--- config.mk ---
export PLATFORM = sky130hd
export DESIGN_NAME = branch_resolve_ctrl
export DESIGN_NICKNAME = d
export VERILOG_FILES = /design/src/rtl/branch_resolve_ctrl.sv
export SDC_FILE = /design/constraint.sdc
export NUM_CORES = 1
export LEC_CHECK = 0
export CAP_MARGIN = 20
export CORE_UTILIZATION = 49
export DETAILED_ROUTE_END_ITERATION = 8
export PLACE_DENSITY = 0.86
export SLEW_MARGIN = 20
export SYNTH_ARGS = -nofsm -noshare
export SYNTH_HDL_FRONTEND = slang
export SYNTH_SLANG_ARGS = --single-unit
--- constraint.sdc ---
create_clock -name CLK -period 3.5 [get_ports CLK]
set_clock_uncertainty 0.15 [all_clocks]
set_input_delay 0.35 -clock CLK [delete_from_list [all_inputs] [get_ports CLK]]
set_output_delay 0.35 -clock CLK [all_outputs]
set_load 0.02 [all_outputs]
--- src/rtl/branch_resolve_ctrl.sv ---
`default_nettype none
// ============================================================================
// branch_resolve_ctrl: resolves EX branches, flushes wrong path, redirects
// fetch and trains the branch predictor.  Revision: 1.0
// ============================================================================
module branch_resolve_ctrl #(
  parameter int CNT_W = 16
) (
  input  logic             CLK,
  input  logic             nRST,
  input  logic             ex_valid,
  input  logic             ex_br,
  input  logic             ex_hold,
  input  logic             ex_taken,
  input  logic [31:0]      ex_pc,
  input  logic [31:0]      ex_target,
  input  logic             ex_pred,
  input  logic [31:0]      ex_pred_target,
  input  logic             ihit,
  input  logic             clr_stats,
  output logic             flush_ifid,
  output logic             flush_idex,
  output logic             redirect,
  output logic [31:0]      redirect_pc,
  output logic             bp_br,
  output logic             bp_br_result,
  output logic [31:0]      bp_brPC,
  output logic [31:0]      bp_braddr,
  output logic [CNT_W-1:0] br_count,
  output logic [CNT_W-1:0] miss_count
);

  typedef enum logic [0:0] {
    IDLE     = 1'b0,
    REDIRECT = 1'b1
  } state_t;

  state_t      state;
  state_t      state_nxt;
  logic        res;
  logic        miss;
  logic [31:0] correct_pc;

  // Branches seen while a redirect is pending are wrong-path and never resolve.
  assign res  = ex_valid & ex_br & ~ex_hold & (state == IDLE);
  assign miss = res & ((ex_pred != ex_taken) |
                       (ex_pred & ex_taken & (ex_pred_target != ex_target)));

  assign correct_pc = ex_taken ? ex_target : (ex_pc + 32'd4);

  assign redirect   = (state == REDIRECT);
  assign flush_ifid = miss | (state == REDIRECT);
  assign flush_idex = miss;

  always_comb begin
    state_nxt = state;
    case (state)
      IDLE:     if (miss) state_nxt = REDIRECT;
      REDIRECT: if (ihit) state_nxt = IDLE;
      default:  state_nxt = IDLE;
    endcase
  end

  always_ff @(posedge CLK or negedge nRST) begin
    if (!nRST) begin
      state        <= IDLE;
      redirect_pc  <= 32'd0;
      bp_br        <= 1'b0;
      bp_br_result <= 1'b0;
      bp_brPC      <= 32'd0;
      bp_braddr    <= 32'd0;
      br_count     <= '0;
      miss_count   <= '0;
    end else begin
      state <= state_nxt;
      bp_br <= res;
      if (miss) redirect_pc <= correct_pc;
      if (res) begin
        bp_br_result <= ex_taken;
        bp_brPC      <= ex_pc;
        bp_braddr    <= ex_target;
      end
      if (clr_stats) begin
        br_count   <= '0;
        miss_count <= '0;
      end else begin
        if (res)  br_count   <= br_count + CNT_W'(1);
        if (miss) miss_count <= miss_count + CNT_W'(1);
      end
    end
  end

endmodule
`default_nettype wire

### Word-level counts from Yosys, hierarchy flattened

Cells that the tools add are included.

* register bits: 131
* input bits: 105

* add/sub/neg operators: 3
* equal/unequal tests: 2
* muxes and demuxes: 8
* bitwise gates (word level): 10
* reductions and logical operators: 2

Operators by type and width (number)
* 16-bit two-way mux: 4
* 16-bit by 1-bit adder with 16-bit output (second input constant): 2
* 32-bit by 3-bit adder with 32-bit output (second input constant): 1
* 32-bit two-way mux: 1
* 32-bit inequality test: 1
* 1-bit bitwise AND: 6
* 2-bit nonzero test: 2
* 1-bit two-way mux: 2
* 1-bit NOT: 2
* 1-bit bitwise OR: 2
* 1-bit one-hot mux with 2 select lines: 1
* 1-bit inequality test: 1

### Longest topological paths before layout

* word-level depth: 6
* depth in mapped cells: 8

### Worst setup path before layout

OpenSTA, ideal clock, no wires.

* kind: reg2reg
* from: reg state (netlist: redirect)
* to: reg miss_count[13]
* arrival time: 2.001 ns
* data required time: 3.225 ns
* slack: 1.225 ns
* stages on the path, launching flop included: 8
* buffers on the path: 2
* clock period less this slack: 2.275 ns
* path through: dfrtp_1 and4bb_2 and2_1 clkbuf_1 clkbuf_1 nand3_1 o21ai_0 mux2_2

* longest elaborated chain between the ends: 4

RTL lines
* from (decl): line 38 `state_t state;`
* from (signal assigned): line 75 `state <= state_nxt;`
* 1-bit NOT: line 45 `assign res = ex_valid & ex_br & ~ex_hold & (state == IDLE);`
* 1-bit bitwise AND: line 45
* 1-bit bitwise AND: line 46 `assign miss = res & ((ex_pred != ex_taken) |`
* 2-bit nonzero test (no line)
* to (signal assigned): line 88 `if (miss) miss_count <= miss_count + CNT_W'(1);`
* to (decl): line 30 `output logic [CNT_W-1:0] miss_count`

Every way passes these cells.
A chain may end at the register's enable or synchronous reset.

### Worst setup path after layout

* from: in ex_target[31]
* to: out flush_idex

* longest elaborated chain between the ends: 4

RTL lines
* from (decl): line 16 `input logic [31:0] ex_target,`
* 32-bit inequality test: line 47 `(ex_pred & ex_taken & (ex_pred_target != ex_target)));`
* 1-bit bitwise AND: line 47
* 1-bit bitwise OR: line 46
* 1-bit bitwise AND: line 46
* to (decl): line 22 `output logic flush_idex,`

Every way passes these cells.

==> results by group <==
Pwr
  – Switching Share: 29.96%
  – Comb pwr share: 32.2%
  – Clock power frac: 31.6%
  – Leak pwr: 4.115 nW
  – PwrDens: 559.4 nW/um^2
  – Seq pwr share: 36.2%
  – P_int: 3.923 mW
  – VDD IR max: 358.5 uV
  – Sw Pwr: 1.678 mW

Worst setup path
  – Crit path buf inv count: 3
  – Peak per-stage delay on the critical path: 0.57 ns
  – CP top delay family: buffers and inverters
  – Crit path from: ex_target[31]
  – CP endpoint kind: output pin
  – Worst path arrival time: 2.91 ns
  – R2R Path End: redirect_pc[31]
  – FF-to-FF Start: redirect
  – WP depth: 8
  – Critical Path Source Type: input pin
  – CP dominant cell by count: clkdlybuf4s50_1
  – Critical path type: input pin to output pin
  – Critical Path Sink: flush_idex
  – Reg2reg setup slack: 0.82 ns
  – R2R cell count: 7
  – Crit-path max FO: 6
  – Required time worst endpoint: 3.00 ns
  – CP max stage cell: clkdlybuf4s50_1
  – CP cell instances: clkdlybuf4s50_1 -> xor2_1 -> nor4_2 -> nand4_1 -> o21a_2 -> nor2_8 -> inv_4 -> clkdlybuf4s50_1

Cells and area
  – N_diodes: 0
  – Layout cells sized above 1: 18.73%
  – Fin cells: 1041
  – Register area: 3278 um^2
  – Fillers: 861
  – Final instance area: 10010 um^2
  – Area of the multi-input gates: 3426 um^2
  – Nets: 962
  – Syn-to-layout area delta: 46.47%

Synthesis
  – Post-synth top area share: 47.95%
  – Synth Cell Area: 6837 um^2
  – Post-Synthesis Cells: 612
  – Most frequent cell after synthesis: dfrtp_1
  – Share of flip-flops with an asynchronous set or reset: 100.0%
  – Syn. warnings: 0
  – Yosys top cell by area: dfrtp_1
  – Mapped Nets: 721
  – Ys flop type: dfrtp_1
  – Most instantiated cells after synthesis: 131 x dfrtp_1, 80 x mux2_2, 65 x xor2_1
  – Sequential area share after synthesis: 47.95%
  – Top cells by area, synth: dfrtp_1 48%, mux2_2 13%, xor2_1 8.3%
  – Post-synth EDFFs: 0
  – Yosys cell types: 41
  – Mapped Avg Cell Area: 11.17 um^2
  – Synthesis-stage register bit count: 131

GRT
  – Met3 Use GR: 8.888%
  – First-pass GRT wire length: 33290 um
  – GR peak layer: met2
  – Initial antenna violation count: 0
  – M2 GR Usage: 50.29%
  – Largest net degree at the start of global routing: 68
  – Overflow after GRT: 0
  – Vias in the first global route: 6117
  – GR Util met1: 38.11%
  – GRT Total Usage: 30.86%

Drt
  – ANT nets after route: 0
  – Vias post-DR: 5846
  – Wire length per cell: 20.12 um
  – DRT Pass-1 Iters: 6
  – Vias per cell: 5.616
  – DRC viols: 0
  – Iter 0 DRT Violations: 472
  – Drt total wl: 20950 um

Run status
  – Status: completed

Min path
  – HP Class: input pin to asynchronous set/reset pin

Placement
  – I/O Buffers: 237
  – GP Congestion: 0.8835
  – Dpl hpwl: 15440 um
  – DP Area: 9402 um^2
  – DP Cell Count: 1009

STA
  – RSZ-0062 raised after global routing: no
  – Max Fclk: 293.2 MHz
  – Slew HR: 57.66%
  – Tmin final: 3.411 ns
  – Period utilisation layout: 97.46%
  – Slew @ Worst Pin: 0.6351 ns
  – Final Hold Fails: 0
  – Final Setup Violations: 0
  – Final Slew Violations: 0

Clocking
  – Clk slew on worst S/H paths: 0.05 ns
  – CTS Sinks: 131
  – Worst skew pair latency: 0.42 ns
  – TritonCTS Buffers: 17
  – Max Root-Sink Buffers: 2
  – Clock Root Buffer: clkbuf_16
  – H-tree depth: 4
  – CTS tree: built

Die
  – Die Wd: 120.1 um
  – Die Ht: 120.1 um
  – IO Pins: 238
  – Die area: 14430 um^2
  – Initial Util: 51.02%
  – Std cell rows: 42
  – Core area: 13400 um^2

Run
  – Max Cap Viol: 0
worst min path at each step:
stage,slack [ns],cells past startpoint,startpoint,end
final,0.34,2,nRST,miss_count[11]
after global routing,0.37,1,bp_braddr[26],bp_braddr[26]
after CTS,0.34,2,ihit,redirect
after detailed placement,0.24,1,nRST,miss_count[12]
after global placement,0.23,1,nRST,miss_count[12]
after floorplan,-0.1,0,nRST,bp_br
area by class of cell:
| type | instances | area share, % |
|---|---|---|
| multi-input cells | 447 | 34.21 |
| flip-flops and latches | 131 | 32.74 |
| repair buffers | 250 | 24.78 |
| clock buffers | 27 | 5.123 |
| well taps | 176 | 2.199 |
| clock inverters | 4 | 0.6997 |
| inverters | 6 | 0.2499 |
power by group through the flow:
stage	clock network, mW	registers, mW	logic (mW)
6_report	1.77	2.03	1.80
5_1_grt	1.86	2.06	1.89
4_1_cts	1.78	2.03	1.81
3_5_place_dp	0	2.04	1.80
3_3_place_gp	0	2.02	1.77
2_1_floorplan	0	2.38	0.462
layer usage:
layer	vias up	share of wire (%)
met4	0	3.3
met1	2878	40
met2	291	50
li1	2630	-
met3	47	7.5
met5	-	0
metrics by stage:
step / total power [mW] / TNS, ns / util, % / setup slack (ns) / hold WS, ns
6_report: 5.602 / 0 / 74.72 / 0.08878 / 0.3443
5_1_grt: 5.803 / 0 / 74.72 / 0.02215 / 0.3718
4_1_cts: 5.622 / 0 / 74.63 / 0.03382 / 0.3424
3_5_place_dp: 3.837 / -0.05385 / 70.16 / -0.03068 / 0.2381
3_3_place_gp: 3.791 / 0 / 70.16 / 0.004073 / 0.2323
2_1_floorplan: 2.845 / 0 / - / 1.225 / -0.09559
flip-flops by register name, summed over array words and instances (netlist names):
name / count
bp_brPC: 32
bp_braddr: 32
redirect_pc: 32
br_count: 16
miss_count: 16
bp_br: 1
bp_br_result: 1
redirect: 1
what timing repair did:
| action | CTS | global route |
|---|---|---|
| hold buffers | 1 | 0 |
| resized for setup | 1 | 2 |
| endpoints found under the hold margin | 66 | 0 |
| setup buffers | 0 | 0 |
| endpoints found under the setup margin | 2 | 2 |
cell usage in the layout (no fill, tap or decap), types with 3 or more instances in the layout:
cell type	instances
o21ai_1	3
clkdlybuf4s50_1	235
o21ai_0	32
mux2_4	29
or2_2	3
o311ai_0	5
nor4_1	6
clkbuf_16	17
clkbuf_8	5
nand3_1	30
buf_4	11
inv_1	4
and3_1	12
xnor2_1	10
a21oi_1	3
nor2b_1	9
nand2_1	63
ha_1	4
clkbuf_1	5
and4_1	4
xor2_1	65
dfrtp_1	131
nand4_1	18
nor2_1	35
nor4_2	6
and2_1	4
mux2_2	80
nor3_1	11
logic make-up (layout without fill, tap and decap cells):
| logic type | after synthesis | in the layout | share of synthesized area (%) |
|---|---|---|---|
| flip-flops | 131 | 131 | 47.95 |
| adder cells (fa/ha/maj) | 4 | 4 | 0.7321 |
| multiplexers | 111 | 111 | 19.84 |
| AND/OR/NAND/NOR | 205 | 205 | 15.17 |
| XOR/XNOR | 75 | 75 | 9.608 |
| AO/OA/AOI/OAI | 52 | 52 | 4.429 |
| buffers and inverters | 34 | 287 | 2.269 |
Note: power is estimated with default switching activity, not from simulation.
